==> src/rtl/instruction_fetch_unit_if.sv <==
// Instruction-memory read port and IF/ID decode handshake of the fetch unit.
// The master modport is the fetch unit side; the slave modport is the memory/decode side.
interface instruction_fetch_unit_if;
  logic [31:0] imem_addr;
  logic [31:0] imem_rd;
  logic        id_valid;
  logic        id_ready;
  logic [31:0] id_instr;
  logic [31:0] id_pc;
  logic [31:0] id_pc_plus4;
  logic        redirect;
  logic [31:0] redirect_pc;
  logic        addr_fault;

  modport master (
    output imem_addr, id_valid, id_instr, id_pc, id_pc_plus4, addr_fault,
    input  imem_rd, id_ready, redirect, redirect_pc
  );

  modport slave (
    input  imem_addr, id_valid, id_instr, id_pc, id_pc_plus4, addr_fault,
    output imem_rd, id_ready, redirect, redirect_pc
  );
endinterface

==> src/rtl/instruction_fetch_unit.sv <==
// Instruction fetch unit: owns the PC, captures imem_rd into the IF/ID register, handles redirects and fetch faults.
// Optional IF_PERF_CNT_EN adds perf_fetch_cnt / perf_stall_cnt outputs.
module instruction_fetch_unit #(
  parameter logic [31:0] RESET_PC   = 32'h0000_0000,
  parameter int          IMEM_DEPTH = 1024,
  parameter logic [31:0] NOP_INSTR  = 32'h0000_0013
) (
  input  logic                      clk,
  input  logic                      reset,
  instruction_fetch_unit_if.master  bus
`ifdef IF_PERF_CNT_EN
  ,
  output logic [31:0]               perf_fetch_cnt,
  output logic [31:0]               perf_stall_cnt
`endif
);

  typedef enum logic [1:0] {BOOT, RUN, HALT} state_t;

  localparam logic [29:0] DEPTH_W = 30'(IMEM_DEPTH);

  state_t      state, state_nxt;
  logic [31:0] pc, pc_nxt;
  logic [31:0] instr_p1, instr_nxt;
  logic [31:0] pc_p1, pc_p1_nxt;
  logic [31:0] pc4_p1, pc4_nxt;
  logic        vld_p1, vld_nxt;
  logic        fault, fault_nxt;
  logic        advance;
  logic        capture;
  logic        redirect_ok;

  function automatic logic legal_addr(input logic [31:0] a);
    return (a[1:0] == 2'b00) && (a[31:2] < DEPTH_W);
  endfunction

  assign advance     = !vld_p1 || bus.id_ready;
  assign redirect_ok = legal_addr(bus.redirect_pc);

  always_comb begin
    state_nxt = state;
    pc_nxt    = pc;
    instr_nxt = instr_p1;
    pc_p1_nxt = pc_p1;
    pc4_nxt   = pc4_p1;
    vld_nxt   = vld_p1;
    fault_nxt = fault;
    capture   = 1'b0;
    case (state)
      BOOT: begin
        state_nxt = RUN;
        if (bus.redirect && redirect_ok) pc_nxt = bus.redirect_pc;
      end
      RUN: begin
        if (bus.redirect) begin
          pc_nxt  = bus.redirect_pc;
          vld_nxt = 1'b0;
          if (redirect_ok) begin
            instr_nxt = NOP_INSTR;
          end else begin
            fault_nxt = 1'b1;
            state_nxt = HALT;
          end
        end else if (advance && !legal_addr(pc)) begin
          // pc is always word aligned here, so this is purely the range check
          vld_nxt   = 1'b0;
          fault_nxt = 1'b1;
          state_nxt = HALT;
        end else if (advance) begin
          capture   = 1'b1;
          instr_nxt = bus.imem_rd;
          pc_p1_nxt = pc;
          pc4_nxt   = pc + 32'd4;
          vld_nxt   = 1'b1;
          pc_nxt    = pc + 32'd4;
        end
      end
      HALT: begin
        vld_nxt = 1'b0;
        if (bus.redirect && redirect_ok) begin
          pc_nxt    = bus.redirect_pc;
          fault_nxt = 1'b0;
          state_nxt = RUN;
        end
      end
      default: state_nxt = BOOT;
    endcase
  end

  // IF/ID stage boundary
  always_ff @(posedge clk or negedge reset) begin
    if (!reset) begin
      state    <= BOOT;
      pc       <= RESET_PC;
      instr_p1 <= NOP_INSTR;
      pc_p1    <= 32'd0;
      pc4_p1   <= 32'd0;
      vld_p1   <= 1'b0;
      fault    <= 1'b0;
    end else begin
      state    <= state_nxt;
      pc       <= pc_nxt;
      instr_p1 <= instr_nxt;
      pc_p1    <= pc_p1_nxt;
      pc4_p1   <= pc4_nxt;
      vld_p1   <= vld_nxt;
      fault    <= fault_nxt;
    end
  end

`ifdef IF_PERF_CNT_EN
  always_ff @(posedge clk or negedge reset) begin
    if (!reset) begin
      perf_fetch_cnt <= 32'd0;
      perf_stall_cnt <= 32'd0;
    end else begin
      if (capture) perf_fetch_cnt <= perf_fetch_cnt + 32'd1;
      if (state == RUN && vld_p1 && !bus.id_ready) perf_stall_cnt <= perf_stall_cnt + 32'd1;
    end
  end
`endif

  assign bus.imem_addr   = pc;
  assign bus.id_valid    = vld_p1;
  assign bus.id_instr    = instr_p1;
  assign bus.id_pc       = pc_p1;
  assign bus.id_pc_plus4 = pc4_p1;
  assign bus.addr_fault  = fault;

endmodule

==> src/flat_wrapper.sv <==
// flat-port wrapper written by rule: the top's interface ports become plain ports
module instruction_fetch_unit_flat 
#(
  parameter logic [31:0] RESET_PC   = 32'h0000_0000,
  parameter int          IMEM_DEPTH = 1024,
  parameter logic [31:0] NOP_INSTR  = 32'h0000_0013
)
  (clk, reset, bus_imem_addr, bus_id_valid, bus_id_instr, bus_id_pc, bus_id_pc_plus4, bus_addr_fault, bus_imem_rd, bus_id_ready, bus_redirect, bus_redirect_pc);
  instruction_fetch_unit_if bus_i ();
  input  logic clk;
  input  logic reset;
  output wire logic [$bits(bus_i.imem_addr)-1:0] bus_imem_addr;
  output wire logic [$bits(bus_i.id_valid)-1:0] bus_id_valid;
  output wire logic [$bits(bus_i.id_instr)-1:0] bus_id_instr;
  output wire logic [$bits(bus_i.id_pc)-1:0] bus_id_pc;
  output wire logic [$bits(bus_i.id_pc_plus4)-1:0] bus_id_pc_plus4;
  output wire logic [$bits(bus_i.addr_fault)-1:0] bus_addr_fault;
  input wire logic [$bits(bus_i.imem_rd)-1:0] bus_imem_rd;
  input wire logic [$bits(bus_i.id_ready)-1:0] bus_id_ready;
  input wire logic [$bits(bus_i.redirect)-1:0] bus_redirect;
  input wire logic [$bits(bus_i.redirect_pc)-1:0] bus_redirect_pc;
  assign bus_imem_addr = bus_i.imem_addr;
  assign bus_id_valid = bus_i.id_valid;
  assign bus_id_instr = bus_i.id_instr;
  assign bus_id_pc = bus_i.id_pc;
  assign bus_id_pc_plus4 = bus_i.id_pc_plus4;
  assign bus_addr_fault = bus_i.addr_fault;
  assign bus_i.imem_rd = bus_imem_rd;
  assign bus_i.id_ready = bus_id_ready;
  assign bus_i.redirect = bus_redirect;
  assign bus_i.redirect_pc = bus_redirect_pc;
  instruction_fetch_unit #(.RESET_PC(RESET_PC), .IMEM_DEPTH(IMEM_DEPTH), .NOP_INSTR(NOP_INSTR)) u_core (.clk(clk), .reset(reset), .bus(bus_i));
endmodule
==> config.mk <==
export PLATFORM = sky130hd
export DESIGN_NAME = instruction_fetch_unit_flat
export DESIGN_NICKNAME = d
export VERILOG_FILES = /design/src/rtl/instruction_fetch_unit_if.sv /design/src/rtl/instruction_fetch_unit.sv /design/src/flat_wrapper.sv
export SDC_FILE = /design/constraint.sdc
export NUM_CORES = 1
export LEC_CHECK = 0
export BUFFER_PORTS_ARGS = -buffer_cell sky130_fd_sc_hd__buf_2
export CELL_PAD_IN_SITES_DETAIL_PLACEMENT = 0
export CELL_PAD_IN_SITES_GLOBAL_PLACEMENT = 1
export CORE_MARGIN = 3
export CORE_UTILIZATION = 43
export CTS_BUF_LIST = sky130_fd_sc_hd__clkbuf_8
export DETAILED_ROUTE_END_ITERATION = 16
export PLACE_DENSITY_LB_ADDON = 0.1
export SLEW_MARGIN = 10
export SYNTH_ARGS = -nofsm -noshare
export SYNTH_HDL_FRONTEND = slang
export SYNTH_SLANG_ARGS = --single-unit
==> constraint.sdc <==
create_clock -name clk -period 5.8 [get_ports clk]
set_input_delay 0.29 -clock clk [delete_from_list [all_inputs] [get_ports clk]]
set_output_delay 0.29 -clock clk [all_outputs]
set_load 0.1 [all_outputs]
## After elaboration in Yosys (flattened, before gate mapping)

Cells that the tools add are included.

| cells by class | value |
|---|---|
| add/subtract/negate cells | 1 |
| $lt $le $gt $ge | 2 |
| eq/ne operators | 11 |
| mux-type cells | 23 |
| bitwise logic cells | 2 |
| reduce and logical (&&, ||, !) cells | 20 |

Operator list:

| cell | count |
|---|---|
| $mux 32 | 8 |
| $pmux 32 s2 | 1 |
| $lt 30x11->1 const B | 2 |
| $add 32x3->32 const B | 1 |
| $reduce_and 4->1 | 4 |
| $mux 2 | 4 |
| $mux 1 | 7 |
| $logic_not 2->1 | 3 |
| $ne 2x1->1 const B | 3 |
| $ne 3x2->1 const B | 2 |
| $ne 3x3->1 const B | 2 |
| $pmux 2 s3 | 1 |
| $reduce_bool 2->1 | 3 |
| $logic_and 1x1->1 | 4 |
| $ne 4x2->1 const B | 1 |
| $pmux 1 s2 | 2 |
| $reduce_and 3->1 | 1 |
| $eq 2x1->1 const B | 1 |
| $eq 2x2->1 const B | 1 |
| $logic_not 1->1 | 2 |
| $ne 2x2->1 const B | 1 |
| $not 1->1 | 2 |
| $reduce_and 2->1 | 1 |
| $reduce_or 2->1 | 1 |
| $logic_or 1x1->1 | 1 |

| storage, ports and cells | value |
|---|---|
| bits in registers | 132 |
| bits of input ports | 68 |
| output and inout bits | 130 |
| logic and storage cells | 66 |

## Depth between registers and ports, before layout

| logic depth | value |
|---|---|
| depth in word-level cells | 7 |
| mapped depth | 8 |
| gate-level depth less buffers | 7 |

## Worst setup path before layout

OpenSTA, ideal clock, no wires.

| path | value |
|---|---|
| path type | register to register |
| start point | register u_core.pc[19], in the netlist u_core.bus.imem_addr[19] |
| end point | register u_core.pc_p1[2], in the netlist u_core.bus.id_pc[2] |
| setup time | 129 ps |
| arrival | 2,575 ps |
| data required time | 5,671 ps |
| setup slack | 3,097 ps |
| cell stages (with the launch flop) | 6 |
| clock period less this slack | 2,703 ps |
| cells stage by stage | dfrtp_1 > or4_1 > or3_4 > nor3_4 > buf_4 > mux2_1 |

| between the ends | value |
|---|---|
| longest elaborated chain between the ends | 6 |

Ends and longest elaborated chain:

| what | RTL line | source |
|---|---|---|
| from (decl) | instruction_fetch_unit.sv:23 | `logic [31:0] pc, pc_nxt;` |
| from (signal assigned) | instruction_fetch_unit.sv:102 | `pc <= pc_nxt;` |
| $lt 30x11->1 | instruction_fetch_unit.sv:34 | `return (a[1:0] == 2'b00) && (a[31:2] < DEPTH_W);` |
| $logic_and 1x1->1 | instruction_fetch_unit.sv:34 |  |
| $logic_not 1->1 | instruction_fetch_unit.sv:64 | `end else if (advance && !legal_addr(pc)) begin` |
| $logic_and 1x1->1 | instruction_fetch_unit.sv:64 |  |
| $not 1->1 (no source line) | - |  |
| $reduce_and 4->1 (no source line) | - |  |
| to (signal assigned) | instruction_fetch_unit.sv:104 | `pc_p1 <= pc_p1_nxt;` |
| to (decl) | instruction_fetch_unit.sv:25 | `logic [31:0] pc_p1, pc_p1_nxt;` |

Every way passes these cells.
A chain may end at the register's enable or synchronous reset.

## Final worst setup path

| path | value |
|---|---|
| start point | register u_core.state[0] |
| end point | register u_core.pc[15], in the netlist u_core.bus.imem_addr[15] |

| between the ends | value |
|---|---|
| longest elaborated chain between the ends | 4 |
| elaborated cells between the ends (all ways) | 10 |

Ends and longest elaborated chain:

| what | RTL line | source |
|---|---|---|
| from (decl) | instruction_fetch_unit.sv:22 | `state_t state, state_nxt;` |
| from (signal assigned) | instruction_fetch_unit.sv:101 | `state <= state_nxt;` |
| $eq 2x2->1 or $logic_not 2->1 (tied branches) | instruction_fetch_unit.sv:49 | `case (state)` |
| $reduce_or 2->1 (no source line) | - |  |
| $ne 2x1->1 (no source line) or $reduce_bool 2->1 (tied branches) | - |  |
| $reduce_and 4->1 (no source line) | - |  |

Parallel ways exist; a longest one is shown, timed or not.

==> metrics.md <==
| Metric | Value |
|---|---|
| Maxcap violations | 0 |
| Gr usage total | 22.10% |
| Reg area | 3257 µm² |
| P_sw | 1.947 mW |
| Register share of total power | 32.0% |
| Most frequent cells in the layout | 196 x buf_2, 127 x dfrtp_1, 43 x nor2b_1, 34 x nor2_1, 32 x inv_1 |
| I/O Pins | 198 |
| Critical Path AT | 3410 ps |
| Max incr delay on CP | 840 ps |
| Commonest non-fill, non-tap cell in the layout | buf_2 |
| Unrepaired setup endpoints after global routing | no |
| Post-Syn Area | 6057 µm² |
| Drt total wl | 17.46 mm |
| Req. time, crit path | 6120 ps |
| Buf/Inv on CP | 1 |
| Antenna violations before repair | 0 |
| Input/output buffers | 197 |
| Final period util | 53.28% |
| Share of the synthesized area in the top cell type | 52.47% |
| DP Worst Slack | 2712 ps |
| Post-synth EDFFs | 0 |
| CP Cell Sequence | inv_1, ha_1, or3_1, nor2_1, nand2_1, o221a_2 |
| Top sig layer | met4 |
| Yosys reg bits | 130 |
| Multi-input gate area | 2519 µm² |
| FILL cells | 1206 |
| Distinct cells, synth | 55 |
| Global-route wire length before repair | 27.83 mm |
| Dpl hpwl | 12.26 mm |
| Peak supply drop | 0.4245 mV |
| Clock skew | 8.846 ps |
| Area grow syn2layout | 24.66% |
| CP Launch Type | register |
| YS warnings | 0 |
| Net Count, Synth | 638 |
| CP max stage cell | nor2_1 |
| Core box area | 13510 µm² |
| Status | complete, no violations |
| CTS tree | yes |
| Die area | 15550 µm² |
| Crit. End Element | register |
| Synthesized area per cell | 10.74 µm² |
| Postcts setup bufs | 0 |
| Vias in the first global route | 5205 |
| Internal | 1.877 mW |
| Hold slack | 65.18 ps |
| Synth area leader | dfrtp_1 |
| Die W | 124.7 µm |
| WL met3 | 1.412 mm |
| # nets final | 822 |
| Metal2 WL | 8.082 mm |
| Clock sink count | 130 |
| Setup ws final | 2710 ps |
| CP delay by family, top | simple AND/OR/NAND/NOR gates |
| Final core occ | 55.91% |
| Worst-case clock buffer depth | 2 |
| Placer congestion estimate | 0.8463 |
| Post-synthesis sequential area ratio | 53.77% |
| Synth area leaders | dfrtp_1 52%, a22o_1 4.5%, nor2b_1 4.4% |
| Clock group share of total power | 19.3% |
| Post-synth ARST share | 100.0% |
| Total gr overflow | 0 |
| N_diodes | 0 |
| Setup Crit Path Kind | register to register |
| Hold Fails Final Rpt | 0 |
| M1 WL | 7.738 mm |
| Worst-path fanout max | 20 |
| Post-DR wirelength/cell | 18.63 µm |
| Syn Inst Count | 564 |
| Initial DRC Count | 340 |
| Sw Share | 50.92% |
| Initial Utilization | 44.85% |
| Fmax | 323.6 MHz |
| DR vias | 5343 |
| Row Count | 42 |
| Antenna viol nets, final | 0 |
| H-tree depth | 4 |
| Die Height | 124.7 µm |
| Hold Crit Class | input port to register |
| Num CTS Buffers | 17 |
| Layout cell share with drive strength beyond 1 | 34.03% |
| Primary FF master, synth | dfrtp_1 |
| Slew margin rel. | 23.61% |
| Via density | 5.702 |
| Clock Tree Root | clkbuf_8 |
| Final Max Slew Viols | 0 |
| Largest net degree at the start of global routing | 74 |
| Slew @ Worst Pin | 1146 ps |
| PwrDens | 506.5 nW/µm² |
| Min Tclk post-route | 3090 ps |
| Drt drc | 0 |
| Logic pwr share | 48.7% |
| Clock slew at reported path FFs | 70 ps |
| Worst-skew pair later-pin latency | 430 ps |
| Endpoints failing setup | 0 |
| Leak | 3.892 nW |
| Pre-antenna DRT Iters | 5 |
| Setup TNS | 0 ps |
==> cells in the mapped netlist (all sizes together), types with 4 or more instances <==
cell     instances
nor2b           43
mux2            13
nand3           13
xnor2            7
o22ai            8
o221a            8
and4             5
a31oi            9
dfrtp          127
and3             5
a2bb2oi         11
nand4b           8
clkbuf          22
buf             19
inv             29
ha               6
nand2           19
o211ai           4
a22o            31
nor3            20
nor2            34
nor4            13
o21ai            9
nand4           24
a21oi           13
a211oi          13
or3              6
o31ai            7
==> logic make-up (layout without fill, tap and decap cells) <==
group	count (synthesis)	count (layout)	synth area share [%]
xor+xnor	9	9	1.301
fa+ha+maj	6	6	1.239
buf+inv	70	267	4.896
simple gates	203	203	19.33
flops	130	130	53.77
mux	15	15	2.747
compound gates	131	131	16.71
==> worst reg2reg max path: cells and delay by family, from the launching register on <==
| kind | cells | cell delay (ps) |
|---|---|---|
| AOI/OAI and AO/OA | 1 | 300 |
| adders and majority gates | 1 | 340 |
| buffers and inverters | 1 | 90 |
| DFF | 1 | 440 |
| and+or+nand+nor | 3 | 1820 |
==> state kept, by name, summed over array words and instances (netlist names) <==
name and count:
u_core.bus.id_instr 32, u_core.bus.id_pc_plus4 32, u_core.bus.imem_addr 32, u_core.bus.id_pc 30
u_core.state 2, u_core.bus.addr_fault 1, u_core.bus.id_valid 1
==> worst paths after layout <==
check,startpoint,end,slack (ps),cells after the start
min reg2reg,u_core.bus.id_pc[6],u_core.bus.id_pc[6],490,1
max reg2reg,u_core.state[0],u_core.bus.imem_addr[15],2710,6
min,bus_imem_rd[1],u_core.bus.id_instr[1],70,3
max,u_core.state[0],u_core.bus.imem_addr[15],2710,6
max in group asynchronous,reset,u_core.bus.imem_addr[12],3950,3
min in group asynchronous,reset,u_core.bus.id_pc_plus4[21],440,2
==> through the flow <==
stage | std cells | cell area, µm² | power, mW
after floorplan | 564 | 6057 | 2.672
after global placement | 904 | 7153 | 3.070
after detailed placement | 904 | 7153 | 3.082
after CTS | 937 | 7551 | 3.839
after global routing | 937 | 7551 | 4.008
final | 937 | 7551 | 3.825
==> timing repair <==
| item | CTS | global route |
|---|---|---|
| hold endpoints to repair | 54 | 0 |
| hold buffers | 1 | 0 |
| setup endpoints to repair | 0 | 0 |
| resized for setup | 0 | 0 |
==> routing by layer <==
| layer | GRT usage (%) | vias up |
|---|---|---|
| met5 | 0 | - |
| met3 | 5.918 | 19 |
| met1 | 30.12 | 2626 |
| met4 | 7.092 | 0 |
| li1 | - | 2454 |
| met2 | 34.48 | 244 |
==> power by group through the flow <==
stage          combinational [mW]  clock, mW  sequential [mW]
6_report                     1.86      0.739             1.22
5_1_grt                      1.96      0.802             1.24
4_1_cts                      1.86      0.762             1.22
3_5_place_dp                 1.85          0             1.23
3_3_place_gp                 1.84          0             1.23
2_1_floorplan               0.771          0             1.90
==> cell type report <==
class,count,area share [%]
Clock inverter,10,1.127
Clock buffer,22,4.010
Multi-Input combinational cell,364,33.36
Sequential cell,130,43.13
Timing Repair Buffer,206,14.02
Tap cell,176,2.916
Inverter,29,1.442
(Power assumes the default switching activity.)
